<file path="config.mk">
export PLATFORM = sky130hd
export DESIGN_NAME = beam_mux
export DESIGN_NICKNAME = d
export VERILOG_FILES = /design/src/rtl/beam_mux.sv
export SDC_FILE = /design/constraint.sdc
export NUM_CORES = 1
export LEC_CHECK = 0
export CORE_UTILIZATION = 46
export CTS_BUF_LIST = sky130_fd_sc_hd__clkbuf_4
export CTS_CLUSTER_DIAMETER = 150
export DETAILED_ROUTE_END_ITERATION = 8
export PLACE_DENSITY = 0.86
export SYNTH_ARGS = -nofsm -noshare
export SYNTH_HDL_FRONTEND = slang
export SYNTH_SLANG_ARGS = --single-unit
</file>
<file path="constraint.sdc">
create_clock -name clk -period 2.1 [get_ports clk]
set_input_delay 0.42 -clock clk [delete_from_list [all_inputs] [get_ports clk]]
set_output_delay 0.42 -clock clk [all_outputs]
set_load 0.02 [all_outputs]
</file>
<file path="src/rtl/beam_mux.sv">
// -----------------------------------------------------------------------------
// beam_mux
//   Registered 1-to-N AXI-Stream demultiplexer between the beam modulator and
//   up to three DAC streams. Each packet (delimited by mod_t_last) is steered
//   whole to the output chosen by dac_sel, which is sampled on the first
//   accepted beat of the packet. Data passes through unmodified with one cycle
//   of latency.
//
//   Parameter
//     N_BEAM_MUX_DACS : number of enabled DAC outputs (1..3, >3 treated as 3)
//
//   Ports
//     clk                 : single clock, rising edge
//     rst                 : asynchronous reset, active low
//     dac_sel[1:0]        : target output for the next packet (0..2 -> dac1..dac3)
//     mod_t_data/valid/last, mod_t_ready : input AXI-Stream
//     dacN_t_data/valid/tlast, dacN_t_ready : output AXI-Stream N (N = 1..3)
//
//   Configuration macro
//     BEAM_MUX_BACKPRESSURE_EN : when defined, each output owns a 2-entry skid
//       buffer and honours dacN_t_ready; otherwise outputs are always ready and
//       dacN_t_ready is ignored.
// -----------------------------------------------------------------------------
module beam_mux #(
   parameter int unsigned N_BEAM_MUX_DACS = 3
) (
   input  logic        clk,
   input  logic        rst,
   input  logic [1:0]  dac_sel,
   input  logic [31:0] mod_t_data,
   input  logic        mod_t_valid,
   output logic        mod_t_ready,
   input  logic        mod_t_last,
   output logic [31:0] dac1_t_data,
   output logic        dac1_t_valid,
   input  logic        dac1_t_ready,
   output logic        dac1_t_tlast,
   output logic [31:0] dac2_t_data,
   output logic        dac2_t_valid,
   input  logic        dac2_t_ready,
   output logic        dac2_t_tlast,
   output logic [31:0] dac3_t_data,
   output logic        dac3_t_valid,
   input  logic        dac3_t_ready,
   output logic        dac3_t_tlast
);

   localparam int unsigned N_EFF = (N_BEAM_MUX_DACS > 3) ? 3 : N_BEAM_MUX_DACS;

   typedef enum logic {
      ST_IDLE,
      ST_BUSY
   } state_t;

   state_t      r_state;
   state_t      w_state_nxt;
   logic [1:0]  r_sel;
   logic [1:0]  w_sel_nxt;
   logic [1:0]  w_sel;
   logic        w_tgt_ok;
   logic        w_acc;
   logic [2:0]  w_push;
   logic        r_rdy;

   logic [31:0] w_out_data [3];
   logic [2:0]  w_out_valid;
   logic [2:0]  w_out_last;

   // ---------------------------------------------------------------------------
   // Packet tracking FSM
   // ---------------------------------------------------------------------------
   always_ff @(posedge clk or negedge rst) begin
      if (!rst) begin
         r_state <= ST_IDLE;
         r_sel   <= '0;
      end else begin
         r_state <= w_state_nxt;
         r_sel   <= w_sel_nxt;
      end
   end

   always_comb begin
      w_state_nxt = r_state;
      w_sel_nxt   = r_sel;
      case (r_state)
         ST_IDLE: begin
            if (w_acc) begin
               w_sel_nxt = dac_sel;
               if (!mod_t_last) begin
                  w_state_nxt = ST_BUSY;
               end
            end
         end
         ST_BUSY: begin
            if (w_acc && mod_t_last) begin
               w_state_nxt = ST_IDLE;
            end
         end
         default: w_state_nxt = ST_IDLE;
      endcase
   end

   // First beat of a packet routes on the live select; later beats use the
   // value latched on that first beat.
   always_comb begin
      w_sel    = (r_state == ST_IDLE) ? dac_sel : r_sel;
      w_tgt_ok = (32'(w_sel) < N_EFF);
   end

   assign w_acc = mod_t_valid & mod_t_ready;

   always_comb begin
      w_push = '0;
      for (int unsigned k = 0; k < 3; k++) begin
         w_push[k] = w_acc && w_tgt_ok && (w_sel == 2'(k));
      end
   end

   // Input ready comes up on the first edge after reset is released.
   always_ff @(posedge clk or negedge rst) begin
      if (!rst) begin
         r_rdy <= 1'b0;
      end else begin
         r_rdy <= 1'b1;
      end
   end

`ifdef BEAM_MUX_BACKPRESSURE_EN
   // ---------------------------------------------------------------------------
   // Per-output 2-entry skid buffer: q0 is the head presented on the port.
   // ---------------------------------------------------------------------------
   logic [31:0] r_q0_d [3];
   logic [31:0] r_q1_d [3];
   logic [2:0]  r_q0_l;
   logic [2:0]  r_q1_l;
   logic [1:0]  r_cnt  [3];
   logic [2:0]  w_dac_rdy;
   logic [2:0]  w_pop;
   logic        w_free;

   assign w_dac_rdy = {dac3_t_ready, dac2_t_ready, dac1_t_ready};

   always_comb begin
      w_pop  = '0;
      w_free = 1'b1;
      for (int unsigned k = 0; k < 3; k++) begin
         w_pop[k] = (r_cnt[k] != 2'd0) && w_dac_rdy[k];
         if ((w_sel == 2'(k)) && (r_cnt[k] == 2'd2)) begin
            w_free = 1'b0;
         end
      end
   end

   // Ready looks only at registered occupancy, so a full buffer stalls the
   // input even if its head retires this cycle; one entry of slack keeps
   // 1 beat/cycle when the output is continuously ready.
   assign mod_t_ready = r_rdy && (!w_tgt_ok || w_free);

   always_ff @(posedge clk or negedge rst) begin
      if (!rst) begin
         for (int unsigned k = 0; k < 3; k++) begin
            r_q0_d[k] <= '0;
            r_q1_d[k] <= '0;
            r_cnt[k]  <= '0;
         end
         r_q0_l <= '0;
         r_q1_l <= '0;
      end else begin
         for (int unsigned k = 0; k < 3; k++) begin
            case ({w_push[k], w_pop[k]})
               2'b01: begin
                  r_q0_d[k] <= r_q1_d[k];
                  r_q0_l[k] <= r_q1_l[k];
                  r_cnt[k]  <= r_cnt[k] - 2'd1;
               end
               2'b10: begin
                  if (r_cnt[k] == 2'd0) begin
                     r_q0_d[k] <= mod_t_data;
                     r_q0_l[k] <= mod_t_last;
                  end else begin
                     r_q1_d[k] <= mod_t_data;
                     r_q1_l[k] <= mod_t_last;
                  end
                  r_cnt[k] <= r_cnt[k] + 2'd1;
               end
               2'b11: begin
                  // Push is only possible below full, so with a pop the new
                  // beat lands in the head if it was the only entry.
                  if (r_cnt[k] == 2'd1) begin
                     r_q0_d[k] <= mod_t_data;
                     r_q0_l[k] <= mod_t_last;
                  end else begin
                     r_q0_d[k] <= r_q1_d[k];
                     r_q0_l[k] <= r_q1_l[k];
                     r_q1_d[k] <= mod_t_data;
                     r_q1_l[k] <= mod_t_last;
                  end
               end
               default: ;
            endcase
         end
      end
   end

   always_comb begin
      for (int unsigned k = 0; k < 3; k++) begin
         w_out_data[k]  = r_q0_d[k];
         w_out_valid[k] = (r_cnt[k] != 2'd0);
         w_out_last[k]  = r_q0_l[k] && (r_cnt[k] != 2'd0);
      end
   end
`else
   // ---------------------------------------------------------------------------
   // Outputs always ready: a single output register stage per DAC.
   // ---------------------------------------------------------------------------
   logic [31:0] r_data [3];
   logic [2:0]  r_valid;
   logic [2:0]  r_last;
   logic        w_unused;

   assign w_unused    = &{1'b0, dac1_t_ready, dac2_t_ready, dac3_t_ready};
   assign mod_t_ready = r_rdy;

   always_ff @(posedge clk or negedge rst) begin
      if (!rst) begin
         for (int unsigned k = 0; k < 3; k++) begin
            r_data[k] <= '0;
         end
         r_valid <= '0;
         r_last  <= '0;
      end else begin
         r_valid <= w_push;
         r_last  <= w_push & {3{mod_t_last}};
         for (int unsigned k = 0; k < 3; k++) begin
            if (w_push[k]) begin
               r_data[k] <= mod_t_data;
            end
         end
      end
   end

   always_comb begin
      for (int unsigned k = 0; k < 3; k++) begin
         w_out_data[k] = r_data[k];
      end
      w_out_valid = r_valid;
      w_out_last  = r_last;
   end
`endif

   assign dac1_t_data  = w_out_data[0];
   assign dac1_t_valid = w_out_valid[0];
   assign dac1_t_tlast = w_out_last[0];
   assign dac2_t_data  = w_out_data[1];
   assign dac2_t_valid = w_out_valid[1];
   assign dac2_t_tlast = w_out_last[1];
   assign dac3_t_data  = w_out_data[2];
   assign dac3_t_valid = w_out_valid[2];
   assign dac3_t_tlast = w_out_last[2];

endmodule

</file>
-- Word-level counts from Yosys, hierarchy flattened
Cells that the tools add are included.
- input bits: 41
- word-level logic and storage cells: 26
- output and inout bits: 103
- register bits: 106
- eq/ne operators: 2
- bitwise logic cells: 3
- $lt $le $gt $ge: 1
- muxes and demuxes: 5
- reductions and logical operators: 7
- operator list (cell ; number):
    logical AND 1 bit ; 5
    bitwise AND 3 bit ; 1
    two-way mux 1 bit ; 3
    equality test 2 x 1 -> 1 bit, second input constant ; 1
    equality test 2 bit, second input constant ; 1
    zero test 2 bit ; 1
    < comparator 2 bit, second input constant ; 1
    two-way mux 2 bit ; 1
    case mux 1 bit (2 select lines) ; 1
    AND reduction 2 bit ; 1
    bitwise AND 1 bit ; 1
    inverter 1 bit ; 1

-- Longest topological paths before layout
- depth in word-level cells: 5
- mapped depth: 4
- mapped depth without buffers: 3

-- Least setup slack after synthesis
Ideal clock, no wire load.
- path type: register to register
- start: reg (tool-made name)
- end: reg r_data, in the netlist dac2_t_data[10]
- path slack: 260 ps
- setup time: 125 ps
- clock period less this slack: 1840 ps
- path buffers: 1
- data required time: 1975 ps
- cell stages (with the launch flop): 5
- data arrival time: 1715 ps
- cells stage by stage: dfrtp_1 > mux2i_2 > nor3b_4 > buf_6 > mux2_2
- RTL lines (item ; RTL line ; text):
    to (signal, indexed assignment) ; 236 ; r_data[k] <= mod_t_data;
    to (decl) ; 216 ; logic [31:0] r_data [3];

-- Worst setup path in the final report
- start: reg r_rdy (netlist: mod_t_ready)
- end: out mod_t_ready
- RTL lines (item ; RTL line ; text):
    from (decl) ; 63 ; logic r_rdy;
    from (signal assigned) ; 122 ; r_rdy <= 1'b0;
    from (signal assigned) ; 124 ; r_rdy <= 1'b1;
    to (decl) ; 32 ; output logic mod_t_ready,
No word-level cell between the ends.

==> metrics.md <==
| Metric | Value |
|---|---|
| Clock tree sinks | ~110 |
| CTS tree | done |
| Crit path max-delay cell type | clkdlybuf4s50_1 |
| # setup viols final | 0 |
| Cell Area, Synth | slightly below 4000 um^2 |
| Final core utilization | approximately 70% |
| Leak | around 2.5 nW |
| RePlAce Congestion | between 0.7 and 0.8 |
| CP Max Fanout | 4 |
| Vias in the first global route | between 2000 and 3000 |
| Skew final | roughly 0.019 ns |
| CP max stage delay | between 0.6 and 0.7 ns |
| Worst vdd ir | approximately 0.68 mV |
| Rows | 33 |
| Hold Fails Final Rpt | 0 |
| Antenna violations before repair | 0 |
| Post-synth top cells | 106 x dfrtp_1, 92 x mux2_2, 6 x buf_6, 6 x mux2_1 |
| Status | finished clean |
| Register area share after synthesis | roughly 67% |
| Fin crit period | approximately 1.9 ns |
| Cells along the critical path | clkdlybuf4s50_1 |
| Final ANT Viol Nets | 0 |
| Area grow syn2layout | 45.6% |
| Setup TNS | 0 ns |
| Drt pass-1 iters | 3 |
| CP required | between 1.5 and 2 ns |
| Via/cell ratio | ~4.9 |
| Peak Freq | approximately 0.52 GHz |
| Fin. max-slew vios | 0 |
| RSZ-0062 raised after global routing | false |
| All-layer global routing usage | between 20% and 30% |
| Area leader, netlist | dfrtp_1 |
| Max Cap Viol | 0 |
| Fin crit share | approximately 92% |
| Fin nets | approximately 430 |
| Cells after Synth | between 200 and 250 |
| Routed WL | roughly 8500 um |
| Most common cell in the netlist | dfrtp_1 |
| DRT iter0 DRCs | 47 |
| Share of layout cells above drive strength 1 | 32.6% |
| Clock root buffer | clkbuf_4 |
| Pin count of the biggest net entering global routing | 62 |
| Die ar. | ~9000 um^2 |
| Synth top area share | around two thirds |
| Clk_lat worst skew | 0.44 ns |
| H-tree depth | 3 |
| Total power | roughly 8.2 mW |
| HPWL after detailed placement | 6170 um |
| DR vias | 2437 |
| Syn avg cell area | 17.3 um^2 |
| Worst setup EP type | output port |
| Post-synth top flop | dfrtp_1 |
| WL per Instance | roughly 17 um |
| Core area | 8260 um^2 |
| Global-route wire length before repair | about 14000 um |
| Startpoint types | register |
| Setup CP Type | reg -> out |
| Synth top area cells | dfrtp_1 67%, mux2_2 26%, buf_6 1.7%, mux2_1 1.7%, nor3b_4 0.95% |
| Yosys cell types | 16 |
| Clk buf depth | 2 |
| GRT overflow | 0 |
| ANT cells | 0 |
| Number of synthesized flops with an enable pin | 0 |
| I/O Pins | about 140 |
| Synth Warn # | 0 |
| Port bufs | 140 |
| Async set-or-reset flop fraction in the synthesized netlist | 100% |
| Syn Nets | 270 |
| Post-route DRC violation count | 0 |
| Post-CTS Hold Fix Bufs | 1 |
| Starting Density | 48.0% |
| Pwr Density | ~1400 nW/um^2 |
| Family with the most delay on the worst path | buffers and inverters |
| Synthesis-stage register bit count | roughly 110 |
| Post-CTS sizing | 0 |
| CP Buf/Inv Count | 1 |
| Setup Fix Bufs, Post-CTS | 0 |
| Critical path arrival | roughly 1.5 ns |
| Clock transition at path regs | between 0.15 and 0.2 ns |
| Type of the worst min-delay path | in -> async |
| Width of the die | roughly 95 um |
| Die Span Y | between 90 and 100 um |
| CTS buffer count | 9 |
-- through the flow --
stage | cell area [um^2] | worst slack [ns] | hold slack [ns] | std cells
after floorplan | 3960 | 0.260 | 0.124 | 229
after global placement | 5570 | -0.0359 | 0.381 | 478
after detailed placement | 5570 | -0.0684 | 0.382 | 478
after CTS | 5770 | 0.141 | 0.417 | 495
after global routing | 5770 | 0.0827 | 0.448 | 495
final | 5770 | 0.168 | 0.426 | 495
-- layout make-up --
class | instances | area, um^2
clock buffers | 9 | 67.6
repair buffers | 154 | 1570
well taps | 105 | 131
inverters | 1 | 3.75
flip-flops and latches | 106 | 2650
clock inverters | 7 | 121
multi-input cells | 113 | 1220
fillers | 568 | 2490
-- layout by cell type (no fill, tap or decap), drive strengths merged --
master | Yosys | layout
inv | 1 | 4
mux2 | 98 | 98
dlygate4sd3 | 0 | 1
clkdlybuf4s50 | 0 | 139
clkbuf | 0 | 9
mux2i | 2 | 2
nor3b | 2 | 2
bufinv | 0 | 3
nor3 | 1 | 1
nand4 | 1 | 1
nand3 | 1 | 1
o21ai | 1 | 1
nor2 | 2 | 2
buf | 9 | 14
clkinv | 0 | 1
nand2 | 3 | 3
dfrtp | 106 | 106
conb | 1 | 1
and2 | 1 | 1
-- registers in the layout, indices dropped and copies added (netlist names), named ones only --
| name | count |
|---|---|
| dac3_t_data | 32 |
| r_sel | 2 |
| r_last | 3 |
| dac1_t_data | 32 |
| dac2_t_data | 32 |
| mod_t_ready | 1 |
| r_valid | 3 |
-- routing by layer --
| metal | routed length, um | GRT usage, % |
|---|---|---|
| met1 | 3490 | 23.7 |
| met3 | 544 | 5.64 |
| met4 | 83 | 6.06 |
| met2 | 4410 | 36.3 |
| met5 | 0 | 0 |
-- path summary, 6_finish.rpt --
| kind | startpoint | endpoint | slack (ns) | cells after the start |
|---|---|---|---|---|
| min in group clk | dac2_t_data[7] | dac2_t_data[7] | 0.51 | 1 |
| setup / recovery | mod_t_ready | mod_t_ready | 0.17 | 1 |
| setup reg to reg | register | dac2_t_data[9] | 0.33 | 4 |
| hold reg to reg | dac2_t_data[7] | dac2_t_data[7] | 0.51 | 1 |
| hold / removal | rst | dac1_t_data[11] | 0.43 | 2 |
| max in group asynchronous | rst | dac3_t_data[16] | 1.03 | 3 |
-- report_power, final --
| part | internal [mW] | leakage [nW] | total, mW | switching [mW] |
|---|---|---|---|---|
| registers | 2.83 | 1.28 | 3.24 | 0.415 |
| clock network | 0.615 | 0.101 | 1.29 | 0.671 |
| logic | 1.99 | 1.08 | 3.69 | 1.70 |
-- cell families (layout without fill, tap and decap cells) --
logic type	Yosys count	in the layout	share of synthesized area (%)
buffers and inverters	10	171	2.18
AND/OR/NAND/NOR	11	11	2.15
flip-flops	106	106	66.9
multiplexers	100	100	28.5
other	1	1	0.0946
AO/OA/AOI/OAI	1	1	0.126
Power figures use the tool's default switching activity.
